**src/rtl/cla_pkg.sv**
```systemverilog
// Shared constants and width helpers for the two-level carry-lookahead adder.
package cla_pkg;

  localparam int unsigned CLA_BLOCK_W = 4;

  // Operand width rounded up to a whole number of lookahead blocks.
  function automatic int unsigned cla_pad_width(int unsigned width);
    return ((width + CLA_BLOCK_W - 1) / CLA_BLOCK_W) * CLA_BLOCK_W;
  endfunction

  function automatic int unsigned cla_num_blocks(int unsigned width);
    return (width + CLA_BLOCK_W - 1) / CLA_BLOCK_W;
  endfunction

endpackage

```
**src/rtl/cla_block4.sv**
```systemverilog
// 4-bit carry-lookahead block: internal carries from cin, plus group generate/propagate
// for the second-level lookahead unit.
module cla_block4 (
  input  logic [3:0] a_i,
  input  logic [3:0] b_i,
  input  logic       cin_i,
  output logic [3:0] s_o,
  output logic       g_o,
  output logic       p_o
);

  logic [3:0] g;
  logic [3:0] p;
  logic [3:0] c;

  assign g = a_i & b_i;
  assign p = a_i ^ b_i;

  assign c[0] = cin_i;
  assign c[1] = g[0] | (p[0] & cin_i);
  assign c[2] = g[1] | (p[1] & g[0]) | (p[1] & p[0] & cin_i);
  assign c[3] = g[2] | (p[2] & g[1]) | (p[2] & p[1] & g[0]) | (p[2] & p[1] & p[0] & cin_i);

  assign s_o = p ^ c;

  // Group terms deliberately exclude cin so the upper level never loops back through a block.
  assign g_o = g[3] | (p[3] & g[2]) | (p[3] & p[2] & g[1]) | (p[3] & p[2] & p[1] & g[0]);
  assign p_o = &p;

endmodule

```
**src/rtl/carry_lookahead_adder.sv**
```systemverilog
// Unsigned WIDTH-bit adder with 4-bit lookahead blocks, a second-level lookahead unit and a
// registered WIDTH+1-bit sum (carry-out in the MSB).
module carry_lookahead_adder
  import cla_pkg::*;
#(
  parameter int unsigned WIDTH = 9
) (
  input  logic             clk,
  input  logic             reset_n,
  input  logic [WIDTH-1:0] addend_0,
  input  logic [WIDTH-1:0] addend_1,
  output logic [WIDTH:0]   sum
);

  localparam int unsigned PadW   = cla_pad_width(WIDTH);
  localparam int unsigned NumBlk = cla_num_blocks(WIDTH);

  logic [PadW-1:0] a_pad;
  logic [PadW-1:0] b_pad;
  logic [PadW-1:0] s_pad;
  logic [NumBlk-1:0] grp_g;
  logic [NumBlk-1:0] grp_p;
  logic [NumBlk:0]   blk_c;
  logic [PadW:0]     ext;
  logic              unused_ext;
  logic [WIDTH:0]    sum_d;
  logic [WIDTH:0]    sum_q;

  always_comb begin
    a_pad = '0;
    b_pad = '0;
    a_pad[WIDTH-1:0] = addend_0;
    b_pad[WIDTH-1:0] = addend_1;
  end

  for (genvar i = 0; i < NumBlk; i++) begin : g_blk
    cla_block4 u_blk (
      .a_i  (a_pad[i*CLA_BLOCK_W +: CLA_BLOCK_W]),
      .b_i  (b_pad[i*CLA_BLOCK_W +: CLA_BLOCK_W]),
      .cin_i(blk_c[i]),
      .s_o  (s_pad[i*CLA_BLOCK_W +: CLA_BLOCK_W]),
      .g_o  (grp_g[i]),
      .p_o  (grp_p[i])
    );
  end

  // Second level: every block carry is a flat sum of products of G/P, with c0 = 0.
  always_comb begin
    blk_c = '0;
    for (int j = 0; j < int'(NumBlk); j++) begin
      logic acc;
      acc = 1'b0;
      for (int k = 0; k <= j; k++) begin
        logic term;
        term = grp_g[k];
        for (int m = k + 1; m <= j; m++) begin
          term = term & grp_p[m];
        end
        acc = acc | term;
      end
      blk_c[j+1] = acc;
    end
  end

  // Pad bits are zero, so bit WIDTH of the padded sum is exactly the carry out of bit WIDTH-1;
  // when WIDTH fills the last block that bit is the final block carry.
  assign ext        = {blk_c[NumBlk], s_pad};
  assign sum_d      = ext[WIDTH:0];
  assign unused_ext = ^ext;

  always_ff @(posedge clk or negedge reset_n) begin
    if (!reset_n) begin
      sum_q <= '0;
    end else begin
      sum_q <= sum_d;
    end
  end

  assign sum = sum_q;

endmodule

```
**config.mk**
```make
export PLATFORM = sky130hd
export DESIGN_NAME = carry_lookahead_adder
export DESIGN_NICKNAME = d
export VERILOG_FILES = /design/src/rtl/cla_pkg.sv /design/src/rtl/cla_block4.sv /design/src/rtl/carry_lookahead_adder.sv
export SDC_FILE = /design/constraint.sdc
export NUM_CORES = 1
export LEC_CHECK = 0
export CAP_MARGIN = 0
export CORE_MARGIN = 2
export CORE_UTILIZATION = 37
export DETAILED_ROUTE_END_ITERATION = 6
export GPL_ROUTABILITY_DRIVEN = 0
export HOLD_SLACK_MARGIN = 0.02
export PLACE_DENSITY = 0.85
export SLEW_MARGIN = 20
export SYNTH_ARGS = -nofsm -noshare
export SYNTH_HDL_FRONTEND = slang
export SYNTH_SLANG_ARGS = --single-unit
```
**constraint.sdc**
```tcl
create_clock -name clk -period 0.8 [get_ports clk]
set_input_delay 0.16 -clock clk [delete_from_list [all_inputs] [get_ports clk]]
set_output_delay 0.16 -clock clk [all_outputs]
set_load 0.005 [all_outputs]
```
# Word level (Yosys, flattened, before mapping)
# Cells that the tools add are included.
word_totals:
  register_bits: 10
  inputBits: 20
  word_cells: 53
op_classes:
  n_bitwise: 51
  reduce_logical: 1
op_table:
  columns: ["cell", "n"]
  rows:
  - ["$and A1 B1 Y1", 26]
  - ["$or A1 B1 Y1", 17]
  - ["$xor A4 B4 Y4", 4]
  - ["$and A4 B4 Y4", 2]
  - ["$reduce_and A4 Y1", 1]
  - ["$xor A2 B2 Y2", 1]
  - ["$xor A1 B1 Y1", 1]

# Longest topological paths before layout
# Gate-level depths: netlist (run 1).
logic_depth:
  depth_word: 10
  mapped_depth: 7

# Hierarchy
# Synthesis (run 1) repeated with hierarchy kept, for this count alone.
unflattened:
  cells_unflattened: 78
  hier_area_um2: 809.5
by_module_without_submodules:
  columns: ["module", "seq_area_each_um2", "area_per_inst_um2", "cells_per_inst", "n_inst"]
  rows:
  - ["cla_block4", 0.0, 182.7, 22, 3]
  - ["carry_lookahead_adder", 250.2, 261.5, 12, 1]

# Worst setup path after synthesis (run 1)
# No wires, ideal clock.
synth_path:
  path_kind: "input-to-reg"
  startpoint: "input port addend_0[2]"
  endpoint: "register sum_q[8], in the netlist sum[8]"
  cell_stages: 7
  arrival_time_ps: 1669
  path_slack_ps: -933
  setup_time_ps: 64
  required_ps: 736
  cell_sequence: "ha_1 > a41o_1 > a21oi_2 > o21ai_1 > a31oi_1 > fa_1 > inv_1"
synth_between:
  elab_chain_cells: 8
  elab_cells_between_ends: 13
synth_lines:
  columns: ["item", "line", "rtl"]
  rows:
  - ["from (decl)", "carry_lookahead_adder.sv:10", "input logic [WIDTH-1:0] addend_0,"]
  - ["$and A4 B4 Y4 or $xor A4 B4 Y4 (tied branches)", "cla_block4.sv:16, cla_block4.sv:17", null]
  - ["$and A1 B1 Y1", "cla_block4.sv:27", "assign g_o = g[3] | (p[3] & g[2]) | (p[3] & p[2] & g[1]) | (p[3] & p[2] & p[1] & g[0]);"]
  - ["$or A1 B1 Y1 or $and A1 B1 Y1 (tied branches) (2 in series)", "cla_block4.sv:27", null]
  - ["$or A1 B1 Y1 (*)", "cla_block4.sv:27", null]
  - ["$and A1 B1 Y1 (*)", null, null]
  - ["$or A1 B1 Y1 (*)", "carry_lookahead_adder.sv:59", "acc = acc | term;"]
  - ["$xor A2 B2 Y2 (*)", "cla_block4.sv:24", "assign s_o = p ^ c;"]
  - ["net ext[8]", "carry_lookahead_adder.sv:24", "logic [PadW:0] ext;"]
  - ["to (signal assigned)", "carry_lookahead_adder.sv:75", "sum_q <= sum_d;"]
  - ["to (decl)", "carry_lookahead_adder.sv:27", "logic [WIDTH:0] sum_q;"]
# The timed path passes the listed nets; every way through them passes the cells marked *.

# Worst setup path in the final report (run 1)
# Same ends and word-level chain as after synthesis.

==> out/metrics.cfg, run 1 <==
[finish]
num_antenna_cells = 0
layout.nets = 127
final_cells = 111
areaGrowthSynthToFinish_pct = 106
drive_above_1_share_pct = 69.5
largest_reg_flops = 10
finalInstanceArea_um2 = 1160

[route]
vias = 539
firstDrtPassIters = 3
drc_errors = 0
vias_per_cell = 4.86
wl_mm = 1.61
ant_nets = 0
drt_iter0_markers = 10
routedWlPerCell_um = 14.5

[synthesis]
synth_top_area_share_pct = 44.2
synth_edf_count = 0
synthCells = 44
seq_area_frac_synth_pct = 44.2
synth_top_area_cell = dfrtp_1
synthMostInstantiatedCell = dfrtp_1
ys.flop_type = dfrtp_1
synth.distinct_cells = 15
yosysWarnings = 0
syn_area_um2 = 566
syn_avg_cell_area_um2 = 12.9
synthTopCellsByCount = 10 x dfrtp_1, 8 x ha_1, 6 x inv_1
ys_ff_latch = 10
synthArstFlopShare_pct = 100
ys_top_cells_by_area = dfrtp_1 44%, ha_1 18%, fa_1 11%
synthesis.nets = 75

[floorplanning]
die_x_um = 43.1
pin_count = 30
initial_utilization_pct = 38.4
die-area_um2 = 1860
die_y_um = 43.1
core_area_um2 = 1470
rows = 14

[timing]
slew_violations = 0
fmax_mhz = 668
max_slew_margin_pct = 87.7
tns_ps = -4200
timing.hold.ws_ps = 113
period_needed_ps = 1500
setup_viol_count_final = 18
fin_ws_ps = -697
grt_setup_unrepaired = true
hold_violations = 0
tightest_slew_ps = 185
fin_crit_sh_pct = 187

[setup_path]
arrival_ps = 1650
cp.required_ps = 950
slowest_delay_ps = 560
crit_type = in -> reg
path_cells = buf_6 > ha_4 > a41o_1 > a21oi_2 > o21ai_2 > a31oi_2 > fa_2 > inv_2
endpoint_kind = flip-flop
cp-start-kind = input port
slowest_stage = fa_2
cp_max_fo = 3

[grt]
grt_max_degree = 11
grtUsageMet1_pct = 22.2
antenna_found_initial = 0
use_met3_pct = 5.53
grt_overflow = 0
grt_pass1_wl_mm = 2.62
grt_pass1_vias = 589
grtUsageTotal_pct = 19.6
globalRouteMet2Util_pct = 32.8
top_usage_layer = met2

[clocking]
cts_tree = built
numCtsBuffers = 3
cts_hold_buf = 0
clock-sinks = 10
clockBufferDepth = 2
root_buffer = clkbuf_4
clkSlewWorstSetupHoldPaths_ps = 70
cts_max_level = 1

[place]
dp_hpwl_mm = 1.04
place_inst = 103
dpl_cell_area_um2 = 1060
port_buffers = 29

[power_and_ir_drop]
power.total_mw = 1.77
leakage_nw = 0.557
ir_worst_vdd_v = 0.00103
power_density_nw_per_um2 = 1520

[outcome]
violations = negative setup slack
status = finished with violations

[worst_hold_path]
hp-class = in -> reg

[run]
timing.max_cap.violations = 0

-- worst max-delay path: cells and delay by family --
family          cells  cell delay (ps)
buf+inv             2              130
fa+ha+maj           2              830
compound gates      4              530
-- stage by stage --
step | setup WS [ps] | utilization, %
floorplan | -796 | -
finish | -697 | 79.0
CTS | -674 | 76.2
global route | -770 | 79.0
global placement | -1290 | 71.8
detailed placement | -1310 | 71.8
-- area by class of cell --
| class | instances | area [um2] |
|---|---|---|
| Sequential cell | 10 | 250 |
| Inverter | 6 | 25.0 |
| Multi-Input combinational cell | 28 | 450 |
| Tap cell | 16 | 20.0 |
| Fill cell | 87 | 309 |
| Timing Repair Buffer | 47 | 380 |
| Clock buffer | 4 | 36.3 |
-- routing by layer --
metal	vias to the layer above	wire length, um
li1	252	-
met1	255	599
met2	26	832
met3	6	123
met4	0	51
met5	-	0
-- cells by family after synthesis --
group	Yosys count	synth area share [%]
xor gates and xnor gates	5	7.74
DFF	10	44.2
AOI/OAI and AO/OA	11	15.0
adders and majority gates	11	28.3
buffers and inverters	6	3.98
and+or+nand+nor	1	0.663
-- report_power, final --
group	switching, mW	internal [mW]	total, mW
registers	0.0253	0.597	0.622
clock network	0.168	0.276	0.444
logic	0.292	0.412	0.703
total	0.485	1.28	1.77
-- layout by cell type, fill, tap and decap left out, drive strengths merged, types with 2 or more instances in the layout --
cell / synthesis / routed
a21o: 3 / 3
a21oi: 3 / 3
buf: 0 / 38
clkbuf: 0 / 4
clkdlybuf4s15: 0 / 2
clkdlybuf4s50: 0 / 3
dfrtp: 10 / 10
dlygate4sd2: 0 / 4
fa: 3 / 3
ha: 8 / 8
inv: 6 / 6
xnor2: 2 / 2
xor2: 3 / 3
-- what timing repair did --
item,4_1_cts,5_1_grt
gates resized for setup,105,11
buffers inserted,4,1
setup endpoints to repair,19,19
pin swaps,20,8
-- path summary, 6_finish.rpt --
check | start | endpoint | slack (ps) | cells past startpoint
max in group asynchronous | reset_n | sum[8] | 480 | 2
hold / removal | addend_0[0] | sum[0] | 110 | 2
min in group asynchronous | reset_n | sum[3] | 220 | 2
setup / recovery | addend_0[2] | sum[8] | -700 | 8
(Power assumes the default switching activity.)
==> inputs of run 2 (changes only) <==
--- a/config.mk
+++ b/config.mk
@@ -12,7 +12,9 @@
 export GPL_ROUTABILITY_DRIVEN = 0
 export HOLD_SLACK_MARGIN = 0.02
 export PLACE_DENSITY = 0.85
+export SETUP_SLACK_MARGIN = 0.1
 export SLEW_MARGIN = 20
 export SYNTH_ARGS = -nofsm -noshare
 export SYNTH_HDL_FRONTEND = slang
 export SYNTH_SLANG_ARGS = --single-unit
+export TNS_END_PERCENT = 100
==> run 2 against run 1 <==
Effect of this change: the run still ends with negative setup slack left; first-iteration DRC count rose by 10%; utilization rose by 0.94 points; power rose by 0.37%; cell area rose by 1.2%; flip-flop and latch count did not move; maximum frequency rose by 1.4%; hold slack improved by 0.99 ps; sequential power barely moved; global-route usage fell by 0.071 points; worst setup slack improved by 20 ps; final cell count did not move; largest power group unchanged.
==> out/metrics.cfg, run 2 (same netlist as run 1, synthesis figures left out) <==
[setup_path]
endpoint_kind = flip-flop
slowest_stage = fa_2
path_cells = buf_6 > ha_4 > a41o_1 > a21oi_2 > o21ai_2 > a31oi_2 > fa_2 > inv_2
crit_type = in -> reg
critPathTopFamily = adder cells
slowest_delay_ps = 560
arrival_ps = 1630
path_buf_inv = 2
cp.required_ps = 950
cp_max_fo = 2
cp-start-kind = input port

[outcome]
status = finished with violations
violations = negative setup slack

[finish]
largest_reg_flops = 10
regArea_um2 = 250
final_cell_mix = 14 x buf_4, 12 x buf_2, 11 x buf_6
drive_above_1_share_pct = 69.5
multi_input_area_um2 = 450
layout.nets = 127
num_antenna_cells = 0
fill_cells = 84
areaGrowthSynthToFinish_pct = 108
layout_commonest_cell = buf_4

[run]
timing.max_cap.violations = 0

[timing]
fin_crit_sh_pct = 185
fmax_mhz = 677
fin_ws_ps = -677
period_needed_ps = 1480
tightest_slew_ps = 185
setup_viol_count_final = 18
slew_violations = 0
timing.hold.ws_ps = 114
max_slew_margin_pct = 87.7
grt_setup_unrepaired = true
hold_violations = 0

[power_and_ir_drop]
power_density_nw_per_um2 = 1510
leakage_nw = 0.562
power.total_mw = 1.78
ir_worst_vdd_v = 0.00103

[floorplanning]
rows = 14
die_x_um = 43.1
die_y_um = 43.1
initial_utilization_pct = 38.4
core_area_um2 = 1470
die-area_um2 = 1860
pin_count = 30

[route]
wl_mm = 1.62
vias_per_cell = 4.80
routedWlPerCell_um = 14.5
firstDrtPassIters = 4
drc_errors = 0
drt_iter0_markers = 11
ant_nets = 0
vias = 533

[grt]
grt_overflow = 0
antenna_found_initial = 0
grtUsageTotal_pct = 19.5
grt_pass1_vias = 581
grt_max_degree = 11
grt_pass1_wl_mm = 2.60

[clocking]
cts_tree = built
clock-sinks = 10
clockBufferDepth = 2
cts_max_level = 1
clkSlewWorstSetupHoldPaths_ps = 70
numCtsBuffers = 3
root_buffer = clkbuf_4

[place]
dp_hpwl_mm = 1.04
port_buffers = 29

[worst_hold_path]
hp-class = in -> reg

-- run 2: layout make-up --
type                       instances  area share [%]
timing repair buffer              47            33.5
clock buffer                       4            3.09
inverter                           6            2.13
sequential                        10            21.3
tap                               16            1.70
multi-input combinational         28            38.3
-- run 2: through the flow --
stage	TNS (ps)	setup slack [ps]	cells	util, %	cell area [um2]
2_1_floorplan	-3650	-796	44	-	628
3_3_place_gp	-10400	-1290	103	71.8	1060
3_5_place_dp	-10600	-1310	103	71.8	1060
4_1_cts	-4080	-674	111	76.9	1130
5_1_grt	-4700	-752	111	79.9	1180
6_report	-4100	-677	111	79.9	1180
-- run 2: worst paths after layout --
kind | start | end | slack, ps | cells after the start
worst min-delay path | addend_0[0] | sum[0] | 110 | 2
worst max-delay path | addend_0[1] | sum[8] | -680 | 8
max in group asynchronous | reset_n | sum[8] | 480 | 2
min in group asynchronous | reset_n | sum[0] | 220 | 2
-- run 2: power breakdown --
part | switching (mW) | internal, mW | total [mW]
combinational | 0.292 | 0.418 | 0.710
sequential | 0.0264 | 0.597 | 0.623
clock | 0.167 | 0.276 | 0.443
-- run 2: timing repair --
item                                    in CTS  in global routing
buffers inserted                             4                  1
hold buffers                                 0                  0
pin swaps                                   20                  8
cloned                                       0                  0
endpoints found under the setup margin      20                 19
resized for setup                          108                 11
-- run 2: per-layer routing --
metal,routed length (um),share of wire [%],track usage [%],up-vias
met5,0,0,0,-
met4,51,3.2,10.3,0
met3,117,7.2,5.53,6
met2,833,52,32.5,26
met1,612,38,22.2,249
li1,-,-,-,252
